### src/rtl/fifo_word_packer.sv
// Drains a 16-bit FIFO and packs consecutive word pairs into one 2*DATA_W output word (first word low).
// Flush releases a held odd word as a zero-extended partial word.
module fifo_word_packer #(
    parameter int DATA_W = 16,
    parameter int CNT_W  = 16
) (
    input  logic                clk,
    input  logic                reset,
    input  logic                fifo_empty,
    input  logic                fifo_valid,
    input  logic [DATA_W-1:0]   fifo_dout,
    output logic                fifo_read,
    input  logic                flush,
    input  logic                out_ready,
    output logic                out_valid,
    output logic [2*DATA_W-1:0] out_data,
    output logic                out_partial,
    output logic [CNT_W-1:0]    pair_count,
    output logic                proto_err
);

    typedef enum logic [1:0] {
        S_LO  = 2'd0,
        S_HI  = 2'd1,
        S_OUT = 2'd2
    } state_t;

    state_t              state_r;
    state_t              state_next_s;
    logic                pending_r;
    logic                pending_next_s;
    logic [DATA_W-1:0]   lo_reg_r;
    logic [DATA_W-1:0]   lo_next_s;
    logic                read_en_s;
    logic                out_valid_next_s;
    logic                out_partial_next_s;
    logic [2*DATA_W-1:0] out_data_next_s;
    logic [CNT_W-1:0]    pair_count_next_s;
    logic                proto_err_next_s;

    // Reads are never issued while reset is held, so nothing is left in flight.
    assign fifo_read = reset & read_en_s;

    // Next-state, read request and output-register updates.
    always_comb begin
        state_next_s       = state_r;
        lo_next_s          = lo_reg_r;
        read_en_s          = 1'b0;
        out_valid_next_s   = out_valid;
        out_partial_next_s = out_partial;
        out_data_next_s    = out_data;
        pair_count_next_s  = pair_count;
        case (state_r)
            S_LO: begin
                // Arriving lo data lets the hi read go out on the same cycle.
                read_en_s = !fifo_empty && (!pending_r || fifo_valid);
                if (fifo_valid && pending_r) begin
                    lo_next_s    = fifo_dout;
                    state_next_s = S_HI;
                end else begin
                    state_next_s = S_LO;
                end
            end
            S_HI: begin
                read_en_s = !fifo_empty && !pending_r;
                if (fifo_valid && pending_r) begin
                    out_data_next_s    = {fifo_dout, lo_reg_r};
                    out_partial_next_s = 1'b0;
                    out_valid_next_s   = 1'b1;
                    state_next_s       = S_OUT;
                end else if (flush && !pending_r) begin
                    out_data_next_s    = {{DATA_W{1'b0}}, lo_reg_r};
                    out_partial_next_s = 1'b1;
                    out_valid_next_s   = 1'b1;
                    state_next_s       = S_OUT;
                end else begin
                    state_next_s = S_HI;
                end
            end
            S_OUT: begin
                read_en_s = 1'b0;
                if (out_ready) begin
                    out_valid_next_s   = 1'b0;
                    out_partial_next_s = 1'b0;
                    pair_count_next_s  = pair_count + {{(CNT_W-1){1'b0}}, 1'b1};
                    state_next_s       = S_LO;
                end else begin
                    state_next_s = S_OUT;
                end
            end
            default: begin
                read_en_s    = 1'b0;
                state_next_s = S_LO;
            end
        endcase
        if (fifo_read) begin
            pending_next_s = 1'b1;
        end else if (fifo_valid) begin
            pending_next_s = 1'b0;
        end else begin
            pending_next_s = pending_r;
        end
        proto_err_next_s = proto_err | (fifo_valid & ~pending_r);
    end

    // State and output registers with synchronous active-low reset.
    always_ff @(posedge clk) begin
        if (!reset) begin
            state_r     <= S_LO;
            pending_r   <= 1'b0;
            lo_reg_r    <= {DATA_W{1'b0}};
            out_valid   <= 1'b0;
            out_data    <= {(2*DATA_W){1'b0}};
            out_partial <= 1'b0;
            pair_count  <= {CNT_W{1'b0}};
            proto_err   <= 1'b0;
        end else begin
            state_r     <= state_next_s;
            pending_r   <= pending_next_s;
            lo_reg_r    <= lo_next_s;
            out_valid   <= out_valid_next_s;
            out_data    <= out_data_next_s;
            out_partial <= out_partial_next_s;
            pair_count  <= pair_count_next_s;
            proto_err   <= proto_err_next_s;
        end
    end

endmodule

### config.mk
export PLATFORM = sky130hd
export DESIGN_NAME = fifo_word_packer
export DESIGN_NICKNAME = d
export VERILOG_FILES = /design/src/rtl/fifo_word_packer.sv
export SDC_FILE = /design/constraint.sdc
export NUM_CORES = 1
export LEC_CHECK = 0
export BUFFER_PORTS_ARGS = -buffer_cell sky130_fd_sc_hd__buf_2
export CAP_MARGIN = 30
export CORE_MARGIN = 8
export CORE_UTILIZATION = 30
export DETAILED_ROUTE_END_ITERATION = 8
export PLACE_DENSITY = 0.48
export SETUP_SLACK_MARGIN = 0.4
export SLEW_MARGIN = 20
export SYNTH_ARGS = -nofsm -noshare
export SYNTH_HDL_FRONTEND = slang
export SYNTH_SLANG_ARGS = --single-unit
### constraint.sdc
create_clock -name clk -period 1.6 [get_ports clk]
set_input_delay 0.08 -clock clk [delete_from_list [all_inputs] [get_ports clk]]
set_output_delay 0.08 -clock clk [all_outputs]
set_load 0.05 [all_outputs]
# == Yosys cells after proc, flatten, opt, wreduce, memory -nomap -nowiden ==
# Index checks and enable logic that the tools add are counted.
# op_classes
n_addsub,1
mul,0
div,0
order_cmp,0
eq_ne,4
shifts,0
mux,16
n_bitwise,4
n_reduce_logical,15
# ops
operator,n
two-way mux 32 bit,2
"adder 16 x 1 -> 16 bit, second input constant",1
two-way mux 1 bit,7
two-way mux 2 bit,3
one-hot mux 1 bit (2 select lines),3
one-hot mux 2 bit (3 select lines),1
AND reduction 2 bit,3
nonzero test 2 bit,3
logical AND 1 bit,4
"!= test 3 bit, second input constant",1
AND reduction 3 bit,1
bitwise AND 1 bit,2
"== test 2 x 1 -> 1 bit, second input constant",1
"== test 2 bit, second input constant",1
logical NOT 1 bit,2
logical NOT 2 bit,1
"!= test 2 bit, second input constant",1
logical OR 1 bit,1
NOT 1 bit,1
OR 1 bit,1
# totals
register_bits,70
latchBits,0
mem_bits_rw,0
romBits,0
input_bits,22
out_inout_bits,52
wordCells,48
memories,0

# == Depth between registers and ports, before layout ==
# Gate-level depths: netlist of run 1.
# logic_depth
depth_word,6
ltp_mapped,7
ltp_nobuf,5

# == Worst setup path before layout of run 1 ==
# No wires, ideal clock.
# synth_timing
path_type,register to register
start,register state_r[0]
end,register pending_r
setup_time_ns,0.066
arrival_time_ns,2.095
required_time_ns,1.534
slack_ns,-0.561
path_stages_with_launch,5
n_path_buf,1
synth_period_minus_slack_ns,2.161
path_cell_list,dfxtp_1 buf_2 nand2b_1 a211oi_1 a31o_2
# synth_via
elab_chain_len,4
word_cells_on_any_way,6
classes_between,eq/ne (1); mux (2); bitwise (1); reduce/logical (2)
# synth_lines
item,line,text
"start, declared",28,state_t state_r;
"start signal, assigned",118,state_r <= state_next_s;
== test 2 x 1 -> 1 bit / logical NOT 2 bit (equally long branches),53,case (state_r)
one-hot mux 1 bit (2 select lines) (*),53,
bitwise AND 1 bit (*),42,assign fifo_read = reset & read_en_s;
via fifo_read,12,"output logic fifo_read,"
two-way mux 1 bit / nonzero test 2 bit (equally long branches),--,
"end signal, assigned",119,pending_r <= pending_next_s;
"end, declared",30,logic pending_r;
# Mark *: on every way through the listed nets, which the timed path passes. The rest lies on a longest branch.
# A chain may end at the register's enable or synchronous reset.

# == Final worst setup path of run 1 ==
# layout_timing
start,register pair_count[1]
end,register pair_count[12]
# layout_via
elab_chain_len,1
# layout_lines
item,line,text
"start, declared",18,"output logic [CNT_W-1:0] pair_count,"
"start signal, assigned",115,pair_count <= {CNT_W{1'b0}};
"start signal, assigned",124,pair_count <= pair_count_next_s;
adder 16 x 1 -> 16 bit,85,"pair_count_next_s = pair_count + {{(CNT_W-1){1'b0}}, 1'b1};"
# Every way passes these cells.

==> results.py, run 1 <==
metrics = {
    "status": {
        "run_status": "completed",
    },
    "route": {
        "drc_errors": 0,
        "vias_per_cell": 4.69,
        "detail_route.wl_per_cell_um": 15.0,
        "ant_nets": 0,
        "drtPass1Iterations": 5,
        "drt_iter0_drc": 67,
        "totalWireLength_mm": 7.95,
        "dr_total_vias": 2480,
    },
    "synth": {
        "distinct_cell_type_count_after_synthesis": 35,
        "dominantRegCellSynth": "dfxtp_1",
        "sequential_area_share_after_synthesis_pct": 53.1,
        "synth.net_count": 329,
        "synthesis.yosys.warnings": 0,
        "synth_enable_flop_cells": 0,
        "synth_cells": 306,
        "synthesis.area_per_instance_um2": 8.62,
        "asyncSetResetFlopFracSynth_pct": 0,
        "netlist_area_before_placement_um2": 2640,
        "synth_seq_cells": 70,
    },
    "worst_setup_path": {
        "critPathKind": "register to register",
        "cp-start-kind": "register",
        "reg2reg_depth": 5,
        "path_buf_inv": 0,
        "critical_path.max_stage_delay_ns": 0.37,
        "critical_path.max_fanout": 6,
        "timing.critical_path.max_delay_family": "simple AND/OR/NAND/NOR gates",
        "reg2reg_slack_ns": 0.20,
        "timing.critical_path.to_type": "register",
        "worst_r2r_endpoint": "pair_count[12]",
        "worstPathCellList": "ha_4, and4b_2, nand4_4, or3_1, a21oi_1",
        "required_time_at_the_endpoint_of_the_critical_path_ns": 1.87,
        "crit_slowest_cell": "dfxtp_4",
        "r2r_start": "pair_count[1]",
        "worst_ep_arrival_time_ns": 1.67,
        "critical_path_cell_count": 5,
    },
    "power": {
        "max-vdd-ir-drop_v": 0.000334,
        "leakagePower_nw": 1.74,
        "power-per-cell-area_nw_per_um2": 837,
    },
    "timing": {
        "final-hold-violation-count": 0,
        "final_critical_path_setup_slack_ns": 0.197,
        "skew_ns": 0.00878,
        "setup-violations-final": 0,
        "tightest_slew_ns": 0.313,
        "fmax_ghz": 0.713,
        "relSlewSlack_pct": 79.0,
        "timing.final.max_slew_violations": 0,
        "rsz0062_at_grt": "yes",
        "period_minus_slack_ns": 1.40,
        "layout_worst_path_cycle_share_pct": 87.7,
        "fin_setup_tns_ns": 0,
    },
    "clock_tree": {
        "clock_insertion_delay_worst_skew_ns": 0.33,
        "clk_root_buffer_cell": "clkbuf_8",
        "clock_sink_count": 70,
        "tritoncts": "built",
        "cts_htree_levels": 3,
        "cts.clk_slew.worst_paths_ns": 0.07,
        "cts_max_path_buffers": 2,
        "cts_made_buffers": 9,
    },
    "layout": {
        "postLayoutCoreUtil_pct": 48.2,
        "finalNetCount": 439,
        "finish.instance_area_um2": 4160,
        "area_growth_pct": 57.8,
        "finalNonFillerCells": 529,
        "drive_gt1_share_pct": 51.3,
        "diode_count": 0,
    },
    "grt": {
        "grt_overflow_total": 0,
        "gr-usage-met2_pct": 21.9,
        "vias_in_the_first_global_route": 2396,
        "global_routing_usage_on_met1_pct": 14.7,
        "most_crowded_layer_gr": "met2",
        "groute.usage.overall_pct": 12.8,
        "grt.met3_usage_pct": 3.63,
        "grt_start_max_net_pins": 48,
        "grt_antenna_before_repair": 0,
        "first_pass_grt_wire_length_mm": 12.0,
    },
    "placed_design": {
        "dp.final_hpwl_mm": 4.91,
        "numPlacedInstances": 478,
        "buffer_ports.inserted": 73,
        "final_weighted_congestion_in_routability_driven_placement": 0.720,
        "postPlaceCellArea_um2": 3320,
        "detailedPlace.worstSlack_ns": 0.0679,
    },
    "worst_hold_path": {
        "holdCritStartpoint": "fifo_dout[0]",
        "worst_hold_path_type": "input pin to register",
        "min_path_cells": 3,
        "timing.hold.worst_endpoint": "out_data[16]",
    },
    "floorplan": {
        "initial_core_util_pct": 30.5,
        "die_height_um": 110,
        "ios": 74,
        "dieArea_um2": 12000,
        "die_w_um": 110,
        "core_region_area_um2": 8640,
        "row_count": 34,
    },
    "run": {
        "maxCapViolCount": 0,
    },
}
==> registers in the layout, indices dropped and copies added, names as in the netlist <==
| signal | cells |
|---|---|
| out_data | 32 |
| lo_reg_r | 16 |
| pair_count | 16 |
| state_r | 2 |
| out_partial | 1 |
| out_valid | 1 |
| pending_r | 1 |
| proto_err | 1 |
==> worst reg2reg max path: stages (launching register included) <==
cell	delay, ns
dfxtp_4	0.37
ha_4	0.12
and4b_2	0.26
nand4_4	0.11
or3_1	0.36
a21oi_1	0.12
==> worst max path at each step <==
stage | from | slack (ns) | to
finish | pair_count[1] | 0.20 | pair_count[12]
CTS | pair_count[1] | 0.21 | pair_count[10]
floorplan | pair_count[0] | 0.09 | pair_count[10]
detailed placement | pending_r | 0.07 | out_data[7]
global route | pair_count[1] | 0.13 | pair_count[10]
global placement | pending_r | 0.08 | out_data[4]
==> logic make-up after synthesis <==
group	share of synthesized area [%]
AO/OA/AOI/OAI	14.0
XOR/XNOR	2.32
adder cells (fa/ha/maj)	0.474
buffers and inverters	3.70
flip-flops	53.1
multiplexers	2.32
AND/OR/NAND/NOR	24.0
==> routing by layer <==
metal	wire, um	share of wire, %
met1	3570	45
met2	3880	49
met3	383	4.8
met4	107	1.3
met5	0	0
==> placed cells by master (no fill, tap or decap), types with 11 or more instances in the layout <==
cell type | synthesis | routed
nand2_2 | 0 | 13
a22oi_2 | 0 | 16
nand2_1 | 73 | 50
nor2_1 | 25 | 25
dfxtp_4 | 0 | 11
a21oi_1 | 41 | 19
dlygate4sd3_1 | 0 | 11
a21oi_2 | 0 | 22
dfxtp_1 | 70 | 55
buf_2 | 9 | 72
buf_4 | 0 | 15
==> where the power goes <==
part / internal, mW / switching (mW)
logic: 0.197 / 0.249
clock network: 0.605 / 0.644
registers: 1.76 / 0.0276
total: 2.56 / 0.921
==> repair_timing <==
item / in CTS / in global routing
gates resized for setup: 31 / 63
pin swaps: 12 / 46
endpoints found under the hold margin: 13 / 2
setup endpoints to repair: 65 / 66
setup buffers: 14 / 4
gates cloned: 4 / 2
hold buffers: 9 / 2
==> Yosys cell counts (2+ instances only) <==
cell	n	area (um^2)
o21ai_0	4	20.0
nand2b_1	7	43.8
clkbuf_1	8	30.0
a21oi_1	41	205
nor2_1	25	93.8
nor3_1	3	15.0
dfxtp_1	70	1400
and4_1	2	17.5
or3_1	4	25.0
nand3_1	6	30.0
mux2i_1	5	50.1
a22oi_1	16	120
buf_2	9	45.0
xnor2_1	3	26.3
nand2_1	73	274
nand4_1	3	18.8
and3_1	3	18.8
inv_1	4	15.0
xor2_1	4	35.0
==> area by class of cell <==
| class | count | area [um^2] |
|---|---|---|
| repair buffers | 117 | 878 |
| clock buffers | 13 | 149 |
| multi-input cells | 213 | 1510 |
| inverters | 5 | 21.3 |
| flip-flops and latches | 70 | 1450 |
| clock inverters | 3 | 20.0 |
| well taps | 108 | 135 |
| fillers | 855 | 4470 |
==> metrics by stage <==
step	hold WS [ns]	power, mW
after floorplan	0.216	2.03
after global placement	0.338	2.12
after detailed placement	0.343	2.13
after CTS	0.00105	3.45
after global routing	0.00167	3.63
final	0.00691	3.49
No activity file was read; power rests on OpenSTA's default activity.
==> inputs of run 2 (changes only) <==
--- a/config.mk
+++ b/config.mk
@@ -10,6 +10,7 @@
 export CORE_MARGIN = 8
 export CORE_UTILIZATION = 30
 export DETAILED_ROUTE_END_ITERATION = 8
+export GPL_ROUTABILITY_DRIVEN = 0
 export PLACE_DENSITY = 0.48
 export SETUP_SLACK_MARGIN = 0.4
 export SLEW_MARGIN = 20
==> constraint.sdc (replaced) <==
create_clock -name clk -period 1.6 [get_ports clk]
set_input_delay 0.08 -clock clk [delete_from_list [all_inputs] [get_ports clk]]
set_output_delay 0.08 -clock clk [all_outputs]
set_load 0.02 [all_outputs]
==> run 2 against run 1 <==
  * Clock skew about the same
  * Via count decreased by 0.77%
  * Cell count rose by 0.19%
  * Sequential share of layout area fell by 0.31 points
  * Setup slack better by 0.0072 ns
  * Sequential power is essentially flat
  * Clock-buffer cell count down 2
  * Flip-flop and latch count stayed put
  * Clock power rose by 44%
  * Worst hold slack better by 0.012 ns
  * Register-to-register slack about the same
  * Fmax is 0.51% higher
  * Largest cell class unchanged
==> results.py, run 2 (same netlist as run 1, synthesis figures left out) <==
metrics = {
    "status": {
        "run_status": "completed",
    },
    "timing": {
        "layout_worst_path_cycle_share_pct": 87.2,
        "skew_ns": 0.00865,
        "setup-violations-final": 0,
        "period_minus_slack_ns": 1.40,
        "fin_setup_tns_ns": 0,
        "tightest_slew_ns": 0.385,
        "final-hold-violation-count": 0,
        "rsz0062_at_grt": "yes",
        "fmax_ghz": 0.717,
        "timing.final.max_slew_violations": 0,
        "relSlewSlack_pct": 74.3,
    },
    "grt": {
        "global_routing_usage_on_met1_pct": 14.6,
        "grt_start_max_net_pins": 37,
        "first_pass_grt_wire_length_mm": 11.8,
        "vias_in_the_first_global_route": 2490,
        "grt.met3_usage_pct": 3.93,
        "grt_antenna_before_repair": 0,
        "groute.usage.overall_pct": 12.6,
        "grt_overflow_total": 0,
        "most_crowded_layer_gr": "met2",
        "gr-usage-met2_pct": 20.8,
    },
    "floorplan": {
        "core_region_area_um2": 8640,
        "die_height_um": 110,
        "ios": 74,
        "die_w_um": 110,
        "row_count": 34,
        "initial_core_util_pct": 30.5,
        "dieArea_um2": 12000,
    },
    "worst_setup_path": {
        "cp-start-kind": "register",
        "r2r_start": "pair_count[0]",
        "critical_path.max_fanout": 7,
        "worstPathCellList": "ha_4, and4b_2, nand4_4, or3_1, a21oi_1",
        "worst_ep_arrival_time_ns": 1.66,
        "crit_slowest_cell": "dfxtp_4",
        "critPathKind": "register to register",
        "worst_r2r_endpoint": "pair_count[10]",
        "timing.critical_path.to_type": "register",
        "required_time_at_the_endpoint_of_the_critical_path_ns": 1.87,
        "critical_path.max_stage_delay_ns": 0.37,
        "reg2reg_depth": 5,
        "reg2reg_slack_ns": 0.20,
    },
    "clock_tree": {
        "cts.clk_slew.worst_paths_ns": 0.07,
        "cts_made_buffers": 9,
        "cts_max_path_buffers": 2,
        "clk_root_buffer_cell": "clkbuf_8",
        "cts_htree_levels": 3,
        "clock_insertion_delay_worst_skew_ns": 0.33,
        "clock_sink_count": 70,
        "tritoncts": "built",
    },
    "route": {
        "drt_iter0_drc": 85,
        "ant_nets": 0,
        "dr_total_vias": 2461,
        "detail_route.wl_per_cell_um": 14.4,
        "drc_errors": 0,
        "vias_per_cell": 4.64,
        "totalWireLength_mm": 7.61,
        "drtPass1Iterations": 4,
    },
    "power": {
        "internal-power_mw": 3.08,
        "report.power.total_mw": 3.96,
        "power_switching_uw": 888,
        "netSwitchingFraction_pct": 22.4,
        "pwr-share-clk_pct": 45.5,
        "max-vdd-ir-drop_v": 0.000494,
        "share_seq_of_total_power_pct": 45.4,
        "power-per-cell-area_nw_per_um2": 959,
        "leakagePower_nw": 1.76,
        "power.combinational.fraction_pct": 9.1,
    },
    "layout": {
        "diode_count": 0,
        "fillCellCount": 844,
        "finalNonFillerCells": 530,
        "largest_register_ffs": 32,
        "drive_gt1_share_pct": 44.1,
        "finalNetCount": 440,
        "multiInputGateArea_um2": 1440,
        "postLayoutCoreUtil_pct": 47.9,
        "final-seq-area_um2": 1430,
        "finish.instance_area_um2": 4140,
        "layout.cells.most_common": "buf_2",
        "most-common-layout-cells": "72 x buf_2, 61 x nand2_1, 61 x dfxtp_1",
        "area_growth_pct": 56.8,
        "top_register": "out_data",
        "largestRegisters": "out_data: 32 flops, lo_reg_r: 16 flops, pair_count: 16 flops",
    },
    "placed_design": {
        "dp.final_hpwl_mm": 4.86,
        "postPlaceCellArea_um2": 3280,
        "numPlacedInstances": 481,
        "buffer_ports.inserted": 73,
    },
    "worst_hold_path": {
        "holdCritStartpoint": "fifo_dout[11]",
        "timing.hold.worst_endpoint": "lo_reg_r[11]",
        "worst_hold_path_type": "input pin to register",
        "min_path_cells": 3,
    },
    "run": {
        "maxCapViolCount": 0,
    },
}
==> run 2: cell type report <==
cell class              instances  area share (%)
clock buffers                  11            3.69
repair buffers                118            20.8
multi-input cells             213            34.8
inverters                       5           0.454
flip-flops and latches         70            34.5
clock inverters                 5            2.51
well taps                     108            3.27
==> run 2: stage by stage <==
step	worst slack, ns	hold slack, ns
after floorplan	0.180	0.207
after global placement	0.0802	0.331
after detailed placement	0.0814	0.344
after CTS	0.204	0.000344
after global routing	0.115	0.00314
final	0.205	0.0193
==> run 2: how the worst max path moves through the flow <==
stage,start,to,slack [ns]
floorplan,pair_count[0],pair_count[10],0.18
global placement,pending_r,out_data[4],0.08
detailed placement,pending_r,out_data[3],0.08
CTS,pair_count[0],pair_count[12],0.20
global route,pair_count[1],pair_count[11],0.11
finish,pair_count[0],pair_count[10],0.20
==> run 2: critical path: cells and delay by family, from the launching register on <==
family          cells  cell delay [ns]
simple gates        3             0.70
flops               1             0.37
compound gates      1             0.13
fa+ha+maj           1             0.12
==> run 2: timing repair <==
action | CTS | global route
buffers inserted | 10 | 4
endpoints found under the hold margin | 23 | 0
setup endpoints to repair | 66 | 62
hold buffers | 15 | 0
pin swaps | 5 | 42
cloned | 0 | 4
resized for setup | 14 | 50
==> run 2: layer usage <==
metal,up-vias,share of wire (%)
li1,1258,-
met1,1148,44
met2,48,49
met3,7,6.1
met4,0,1.1
met5,-,0
==> run 2: power groups by stage <==
stage / clock network (mW) / registers, mW / logic (mW)
after global placement: 0 / 1.84 / 0.246
after CTS: 1.87 / 1.80 / 0.299
after floorplan: 0 / 1.85 / 0.151
final: 1.80 / 1.80 / 0.362
after global routing: 1.95 / 1.80 / 0.393
after detailed placement: 0 / 1.84 / 0.247
